### src/rtl/unary_root_two_scheduler_pkg.sv
// unary_sched_pkg: shared state encoding, stream encodings and round-robin pick for the unary root scheduler
package unary_sched_pkg;
  typedef enum logic [1:0] {IDLE, STREAM, DRAIN, RESPOND} state_t;
  localparam int ENC_THERM = 0;
  localparam int ENC_SPREAD = 1;
  localparam int MAX_REQ = 64;
  // Scans from the far end so the requester nearest the pointer wins.
  function automatic int rr_pick(input logic [MAX_REQ-1:0] req, input int ptr, input int n);
    rr_pick = ptr;
    for (int k = MAX_REQ - 1; k >= 0; k--)
      if (k < n && req[(ptr + k) % n]) rr_pick = (ptr + k) % n;
  endfunction
endpackage

### src/rtl/unary_root_two_scheduler_if.sv
// unary_root_two_scheduler_if: request, response and unary-unit signals of the scheduler
interface unary_root_two_scheduler_if #(
  parameter int NUM_REQ = 4,
  parameter int COUNT_WIDTH = 6,
  parameter int ID_WIDTH = 2
);
  logic [NUM_REQ-1:0] req_valid;
  logic [NUM_REQ*COUNT_WIDTH-1:0] req_value;
  logic [NUM_REQ-1:0] req_ready;
  logic resp_valid;
  logic resp_ready;
  logic [ID_WIDTH-1:0] resp_id;
  logic [COUNT_WIDTH-1:0] resp_value;
  logic resp_err;
  logic unit_reset_n;
  logic unit_a;
  logic unit_ready;
  logic unit_valid;
  logic unit_y;
  logic busy;
  modport master (
    output req_valid, req_value, resp_ready, unit_valid, unit_y,
    input req_ready, resp_valid, resp_id, resp_value, resp_err, unit_reset_n, unit_a, unit_ready, busy
  );
  modport slave (
    input req_valid, req_value, resp_ready, unit_valid, unit_y,
    output req_ready, resp_valid, resp_id, resp_value, resp_err, unit_reset_n, unit_a, unit_ready, busy
  );
endinterface

### src/rtl/unary_root_two_scheduler_enc.sv
// unary_stream_encoder: turns a captured binary value into a registered unary bit stream
module unary_stream_encoder
  import unary_sched_pkg::*;
#(
  parameter int INPUT_WIDTH = 32,
  parameter int COUNT_WIDTH = $clog2(INPUT_WIDTH + 1),
  parameter int ENCODING = ENC_SPREAD
) (
  input  logic clk,
  input  logic reset,
  input  logic load,
  input  logic en,
  input  logic [COUNT_WIDTH-1:0] value,
  output logic a
);
  localparam logic [COUNT_WIDTH:0] AW = (COUNT_WIDTH + 1)'(INPUT_WIDTH);
  logic [COUNT_WIDTH-1:0] val, idx, cur_val, cur_idx;
  logic [COUNT_WIDTH:0] acc, cur_acc, sum;
  logic hit, bit_n;
  // On load the first bit is computed from the incoming value so it appears in the first stream cycle.
  always_comb begin
    cur_val = load ? value : val;
    cur_idx = load ? '0 : idx;
    cur_acc = load ? '0 : acc;
    sum = cur_acc + {1'b0, cur_val};
    hit = sum >= AW;
    bit_n = (ENCODING == ENC_SPREAD) ? hit : (cur_idx < cur_val);
  end
  always_ff @(posedge clk or negedge reset)
    if (!reset) begin
      val <= '0;
      idx <= '0;
      acc <= '0;
      a <= 1'b0;
    end else begin
      if (load) val <= value;
      a <= (load || en) && bit_n;
      if (load || en) begin
        idx <= cur_idx + 1'b1;
        acc <= hit ? sum - AW : sum;
      end
    end
endmodule

### src/rtl/unary_root_two_scheduler.sv
// unary_root_two_scheduler: round-robin sharing of one unary square-root unit among binary requesters
module unary_root_two_scheduler
  import unary_sched_pkg::*;
#(
  parameter int NUM_REQ = 4,
  parameter int INPUT_WIDTH = 32,
  parameter int COUNT_WIDTH = $clog2(INPUT_WIDTH + 1),
  parameter int ID_WIDTH = $clog2(NUM_REQ),
  parameter int ENCODING = ENC_SPREAD,
  parameter int TIMEOUT = 4 * INPUT_WIDTH
) (
  input logic clk,
  input logic reset,
  unary_root_two_scheduler_if.slave bus
);
  localparam int TW = $clog2(TIMEOUT + 1);
  localparam logic [COUNT_WIDTH-1:0] W = COUNT_WIDTH'(INPUT_WIDTH);
  localparam logic [COUNT_WIDTH-1:0] W_LAST = COUNT_WIDTH'(INPUT_WIDTH - 1);
  localparam logic [TW-1:0] T_LAST = TW'(TIMEOUT - 1);
  state_t state, nxt;
  logic [MAX_REQ-1:0] rq;
  logic [ID_WIDTH-1:0] ptr, id, g;
  logic [COUNT_WIDTH-1:0] req_v, cap, y_cnt, y_ones, cnt_n, ones_n, s_cnt;
  logic [TW-1:0] d_cnt;
  logic grant, collect, last, tmo, done, step, err;
  always_comb begin
    rq = '0;
    rq[NUM_REQ-1:0] = bus.req_valid;
    g = ID_WIDTH'(rr_pick(rq, int'(ptr), NUM_REQ));
    req_v = bus.req_value[g*COUNT_WIDTH +: COUNT_WIDTH];
    cap = (req_v > W) ? W : req_v;
    grant = (state == IDLE) && |bus.req_valid;
    collect = (state == STREAM || state == DRAIN) && bus.unit_valid && (y_cnt < W);
    cnt_n = y_cnt + COUNT_WIDTH'(collect);
    ones_n = y_ones + COUNT_WIDTH'(collect && bus.unit_y);
    last = (state == STREAM) && (s_cnt == W_LAST);
    tmo = (state == DRAIN) && (d_cnt == T_LAST);
    done = cnt_n == W;
    nxt = grant ? STREAM :
          last ? (done ? RESPOND : DRAIN) :
          (state == DRAIN && (done || tmo)) ? RESPOND :
          (state == RESPOND && bus.resp_ready) ? IDLE : state;
    step = (state == STREAM) && (nxt == STREAM);
  end
  // Outputs are registered from next-state so they line up with the state they belong to.
  always_ff @(posedge clk or negedge reset)
    if (!reset) begin
      state <= IDLE;
      ptr <= '0;
      id <= '0;
      y_cnt <= '0;
      y_ones <= '0;
      s_cnt <= '0;
      d_cnt <= '0;
      err <= 1'b0;
      bus.req_ready <= '0;
      bus.resp_valid <= 1'b0;
      bus.unit_reset_n <= 1'b0;
      bus.unit_ready <= 1'b0;
      bus.busy <= 1'b0;
    end else begin
      state <= nxt;
      bus.req_ready <= grant ? NUM_REQ'(1) << g : '0;
      bus.resp_valid <= nxt == RESPOND;
      bus.unit_reset_n <= nxt == STREAM || nxt == DRAIN;
      bus.unit_ready <= nxt == STREAM;
      bus.busy <= nxt != IDLE;
      s_cnt <= (state == STREAM) ? s_cnt + 1'b1 : '0;
      d_cnt <= (state == DRAIN) ? d_cnt + 1'b1 : '0;
      if (grant) begin
        id <= g;
        ptr <= (g == ID_WIDTH'(NUM_REQ - 1)) ? '0 : g + 1'b1;
        y_cnt <= '0;
        y_ones <= '0;
        err <= 1'b0;
      end else begin
        y_cnt <= cnt_n;
        y_ones <= ones_n;
        if (tmo && !done) err <= 1'b1;
      end
    end
  assign bus.resp_id = id;
  assign bus.resp_value = y_ones;
  assign bus.resp_err = err;
  unary_stream_encoder #(
    .INPUT_WIDTH(INPUT_WIDTH),
    .COUNT_WIDTH(COUNT_WIDTH),
    .ENCODING(ENCODING)
  ) u_enc (
    .clk(clk),
    .reset(reset),
    .load(grant),
    .en(step),
    .value(cap),
    .a(bus.unit_a)
  );
endmodule

### src/flat_wrapper.sv
// flat-port wrapper written by rule: the top's interface ports become plain ports
module unary_root_two_scheduler_flat import unary_sched_pkg::*;
#(
  parameter int NUM_REQ = 4,
  parameter int INPUT_WIDTH = 32,
  parameter int COUNT_WIDTH = $clog2(INPUT_WIDTH + 1),
  parameter int ID_WIDTH = $clog2(NUM_REQ),
  parameter int ENCODING = ENC_SPREAD,
  parameter int TIMEOUT = 4 * INPUT_WIDTH
)
  (clk, reset, bus_req_valid, bus_req_value, bus_resp_ready, bus_unit_valid, bus_unit_y, bus_req_ready, bus_resp_valid, bus_resp_id, bus_resp_value, bus_resp_err, bus_unit_reset_n, bus_unit_a, bus_unit_ready, bus_busy);
  unary_root_two_scheduler_if #(.NUM_REQ(NUM_REQ), .COUNT_WIDTH(COUNT_WIDTH), .ID_WIDTH(ID_WIDTH)) bus_i ();
  input logic clk;
  input logic reset;
  input wire logic [$bits(bus_i.req_valid)-1:0] bus_req_valid;
  input wire logic [$bits(bus_i.req_value)-1:0] bus_req_value;
  input wire logic [$bits(bus_i.resp_ready)-1:0] bus_resp_ready;
  input wire logic [$bits(bus_i.unit_valid)-1:0] bus_unit_valid;
  input wire logic [$bits(bus_i.unit_y)-1:0] bus_unit_y;
  output wire logic [$bits(bus_i.req_ready)-1:0] bus_req_ready;
  output wire logic [$bits(bus_i.resp_valid)-1:0] bus_resp_valid;
  output wire logic [$bits(bus_i.resp_id)-1:0] bus_resp_id;
  output wire logic [$bits(bus_i.resp_value)-1:0] bus_resp_value;
  output wire logic [$bits(bus_i.resp_err)-1:0] bus_resp_err;
  output wire logic [$bits(bus_i.unit_reset_n)-1:0] bus_unit_reset_n;
  output wire logic [$bits(bus_i.unit_a)-1:0] bus_unit_a;
  output wire logic [$bits(bus_i.unit_ready)-1:0] bus_unit_ready;
  output wire logic [$bits(bus_i.busy)-1:0] bus_busy;
  assign bus_i.req_valid = bus_req_valid;
  assign bus_i.req_value = bus_req_value;
  assign bus_i.resp_ready = bus_resp_ready;
  assign bus_i.unit_valid = bus_unit_valid;
  assign bus_i.unit_y = bus_unit_y;
  assign bus_req_ready = bus_i.req_ready;
  assign bus_resp_valid = bus_i.resp_valid;
  assign bus_resp_id = bus_i.resp_id;
  assign bus_resp_value = bus_i.resp_value;
  assign bus_resp_err = bus_i.resp_err;
  assign bus_unit_reset_n = bus_i.unit_reset_n;
  assign bus_unit_a = bus_i.unit_a;
  assign bus_unit_ready = bus_i.unit_ready;
  assign bus_busy = bus_i.busy;
  unary_root_two_scheduler #(.NUM_REQ(NUM_REQ), .INPUT_WIDTH(INPUT_WIDTH), .COUNT_WIDTH(COUNT_WIDTH), .ID_WIDTH(ID_WIDTH), .ENCODING(ENCODING), .TIMEOUT(TIMEOUT)) u_core (.clk(clk), .reset(reset), .bus(bus_i));
endmodule
### config.mk
export PLATFORM = sky130hd
export DESIGN_NAME = unary_root_two_scheduler_flat
export DESIGN_NICKNAME = d
export VERILOG_FILES = /design/src/rtl/unary_root_two_scheduler_pkg.sv /design/src/rtl/unary_root_two_scheduler_if.sv /design/src/rtl/unary_root_two_scheduler_enc.sv /design/src/rtl/unary_root_two_scheduler.sv /design/src/flat_wrapper.sv
export SDC_FILE = /design/constraint.sdc
export NUM_CORES = 1
export LEC_CHECK = 0
export CORE_ASPECT_RATIO = 0.8
export CORE_MARGIN = 3
export CORE_UTILIZATION = 29
export CTS_CLUSTER_DIAMETER = 150
export CTS_CLUSTER_SIZE = 8
export DETAILED_ROUTE_END_ITERATION = 6
export GPL_TIMING_DRIVEN = 0
export HOLD_SLACK_MARGIN = 0.08
export SYNTH_ARGS = -nofsm -noshare
export SYNTH_HDL_FRONTEND = slang
export SYNTH_HIERARCHICAL = 1
export SYNTH_SLANG_ARGS = --single-unit
### constraint.sdc
create_clock -name clk -period 5.4 [get_ports clk]
set_clock_uncertainty 0.15 [all_clocks]
set_input_delay 1.08 -clock clk [delete_from_list [all_inputs] [get_ports clk]]
set_output_delay 1.08 -clock clk [all_outputs]
set_load 0.01 [all_outputs]
==> impl_metrics.tcl <==
set metrics [dict create \
    root_buffer "clkbuf_16" \
    drt_iter0_markers 133 \
    grt_antenna_before_repair 0 \
    fin_nets 423 \
    final_cell_mix "55 x dfrtp_1, 46 x clkdlybuf4s50_1, 23 x ha_1" \
    finalWeightedCongestion 0.825 \
    drv_cap 0 \
    vdd_drop_max_mv 0.321 \
    grt.overflow.total 0 \
    insertion_delay_ps 290 \
    hp-class "reg -> reg" \
    final_util_pct 39.3 \
    grt_max_degree 40 \
    start_kind "primary input" \
    hold_buffers 0 \
    cts.sink_count 55 \
    clkTransAtPathRegs_ps 70 \
    syn_area_per_cell_um2 10.3 \
    power_frac_seq_pct 28.2 \
    synth-edff-count 0 \
    ys_types 54 \
    p_leak_nw 1.83 \
    ys_ff_latch 55 \
    synth-async-reset-ratio_pct 100 \
    ant_nets 0 \
    cp_top_family "simple AND/OR/NAND/NOR gates" \
    path_max_fanout 6 \
    slew_headroom_pct 66.6 \
    synth_nets 363 \
    worstPathCellList "clkdlybuf4s50_1 > or4_4 > nand3_1 > o211ai_2 > a211oi_2 > mux2_2 > ha_1 > inv_1 > fa_1 > nand2b_1 > a211oi_2 > nor2_1 > xnor2_1 > ha_2 > nor4b_4 > nor4b_2 > a22oi_1" \
    place_area_um2 3850 \
    std_cell_rows 33 \
    die_area_um2 12200 \
    dp_slack_ps -1030 \
    io_buffers 50 \
    final_common_cell "dfrtp_1" \
    fp.dieW_um 123 \
    firstDrtPassIters 4 \
    avgRoutedWirePerCell_um 13.5 \
    start_util_pct 30.2 \
    synthFlopType "dfrtp_1" \
    rrSetupSlack_ps 1010 \
    setup_viol 0 \
    viasPerCell 4.67 \
    drive_gt1_share_pct 10.9 \
    setup_ws_ps 269 \
    max_stage_delay_ps 620 \
    stdcell_area_um2 4110 \
    clkPwrFrac_pct 19.8 \
    grt_pass1_vias 2363 \
    fp.dieH_um 99.3 \
    ys.warnings.count 6 \
    num_vias 2364 \
    syn_inst 305 \
    required_ps 5450 \
    ios 51 \
    rsz0062_at_grt "no" \
    cp_data_arrival_time_ps 5180 \
    htreeDepth 2 \
    finalHoldViolations 0 \
    status "completed" \
    wl_um 6810 \
    drcViolationCount 0 \
    criticalPathCategory "in -> reg" \
    finalSetupTns_ps 0 \
    clockBufferDepth 2 \
    maxSlewViolCount 0 \
    n_antenna_cell 0 \
    design.core.area_um2 10400 \
    p_int_mw 1.29 \
    dp.cells 496 \
    max_freq_mhz 195 \
    cts_made_buffers 5 \
    cpMaxStageDelayCell "or4_4" \
    crit_buf_inv 2 \
    worst_pin_slew_ps 497 \
    final_cells 506 \
    dp_hpwl_um 5190 \
    hold_slack_ps 315 \
    p_per_area_nw_per_um2 505 \
    area_growth_syn_to_layout_pct 30.1 \
    grt_pass1_wl_um 11300 \
    syn_area_um2 3160 \
    timing.final.crit_share_pct 95.0 \
    finalPower_mw 2.07 \
    seq_area_frac_synth_pct 43.6 \
    cts_tree "yes" \
    grt_usage_pct 11.5 \
    p_sw_share_pct 37.7 \
    switching_power_uw 782 \
    fin_crit_ps 5130 \
    cp-end-kind "register" \
    timing.critical_path.mode_cell "a211oi_2" \
    comb_power_share_pct 52.0 \
]
## registers in the layout (all words and copies together) (netlist names)
signal	cells
u_core/bus.resp_err	1
u_core/u_enc/a	1
u_core/bus.resp_valid	1
u_core/d_cnt	8
u_core/bus.busy	1
u_core/bus.resp_id	2
u_core/ptr	2
u_core/bus.req_ready	4
u_core/bus.unit_ready	1
u_core/u_enc/val	6
u_core/u_enc/acc	7
u_core/bus.resp_value	6
u_core/y_cnt	6
u_core/s_cnt	6
u_core/state	2
u_core/bus.unit_reset_n	1
## power by group through the flow
stage               sequential (mW)  clock (mW)  combinational (mW)
finish                        0.584       0.411                1.08
global route                  0.597       0.441                1.20
CTS                           0.585       0.423                1.05
detailed placement            0.591           0                1.02
global placement              0.587           0                1.00
floorplan                     0.596           0               0.724
## path summary, 6_finish.rpt
kind                                             to  cells past startpoint        startpoint
worst min register to register      u_core/d_cnt[0]                      1   u_core/d_cnt[0]
max in group asynchronous           u_core/d_cnt[6]                      2             reset
min in group asynchronous           u_core/bus.busy                      1             reset
worst max-delay path            u_core/u_enc/acc[5]                     17  bus_req_valid[1]
worst max register to register  u_core/u_enc/acc[5]                     17     u_core/ptr[1]
worst min-delay path                u_core/d_cnt[0]                      1   u_core/d_cnt[0]
## metal layers
layer / global-route usage, % / vias up / part of all wire (%)
met5: 0 / - / 0
met4: 3.10 / 0 / 1.0
met3: 2.84 / 8 / 3.6
met2: 16.8 / 35 / 43
met1: 17.0 / 1126 / 52
li1: - / 1195 / -
## what timing repair did
| action | CTS | global route |
|---|---|---|
| gates resized for setup | 7 | 7 |
| setup buffers | 1 | 2 |
| setup endpoints to repair | 3 | 3 |
| pin swaps | 1 | 0 |
## layout make-up
| class | count | area (um^2) |
|---|---|---|
| buffer | 7 | 42.5 |
| clock buffer | 6 | 129 |
| clock inverter | 2 | 60.1 |
| fill | 993 | 6340 |
| inverter | 13 | 55.1 |
| multi-input combinational | 229 | 1730 |
| sequential | 55 | 1380 |
| tap | 140 | 175 |
| timing repair buffer | 54 | 542 |
## synth_stat cells, types with 2 or more instances
cell type  number  share of area, %
nand2_2         2              0.40
o31ai_1         4              0.95
nand2_1        15               1.8
a211oi_1       16               3.8
nor2_1         20               2.4
nor3_1          6              0.95
buf_6           2              0.71
a21boi_1        5               1.2
dfrtp_1        55                44
clkinv_1        2              0.24
inv_1          10               1.2
mux2_2          7               2.5
and2_1         22               4.4
nand3b_1        2              0.48
ha_1           24               9.5
o21ai_0         9               1.4
o211a_1         2              0.63
nor4b_1         2              0.56
xnor2_1        10               2.8
a21boi_0        6               1.4
and2b_1         3              0.71
clkbuf_1        5              0.59
nand3_1        13               2.1
nor2b_1         7               1.4
or3_1           2              0.40
xor2_1         11               3.1
a21oi_1         8               1.3
o211ai_2        2              0.79
o31a_1          2              0.56
and3b_1         2              0.56
nand2b_1        4              0.79
a21o_1          3              0.71
## cell families (layout without fill, tap and decap cells)
| family | Yosys count | in the layout | synth area share [%] |
|---|---|---|---|
| simple gates | 109 | 109 | 19.0 |
| compound gates | 65 | 65 | 15.2 |
| flops | 55 | 55 | 43.6 |
| fa+ha+maj | 25 | 25 | 10.2 |
| xor+xnor | 21 | 21 | 5.83 |
| buf+inv | 21 | 82 | 3.01 |
| mux | 9 | 9 | 3.17 |
Note: power is estimated with default switching activity, not from simulation.
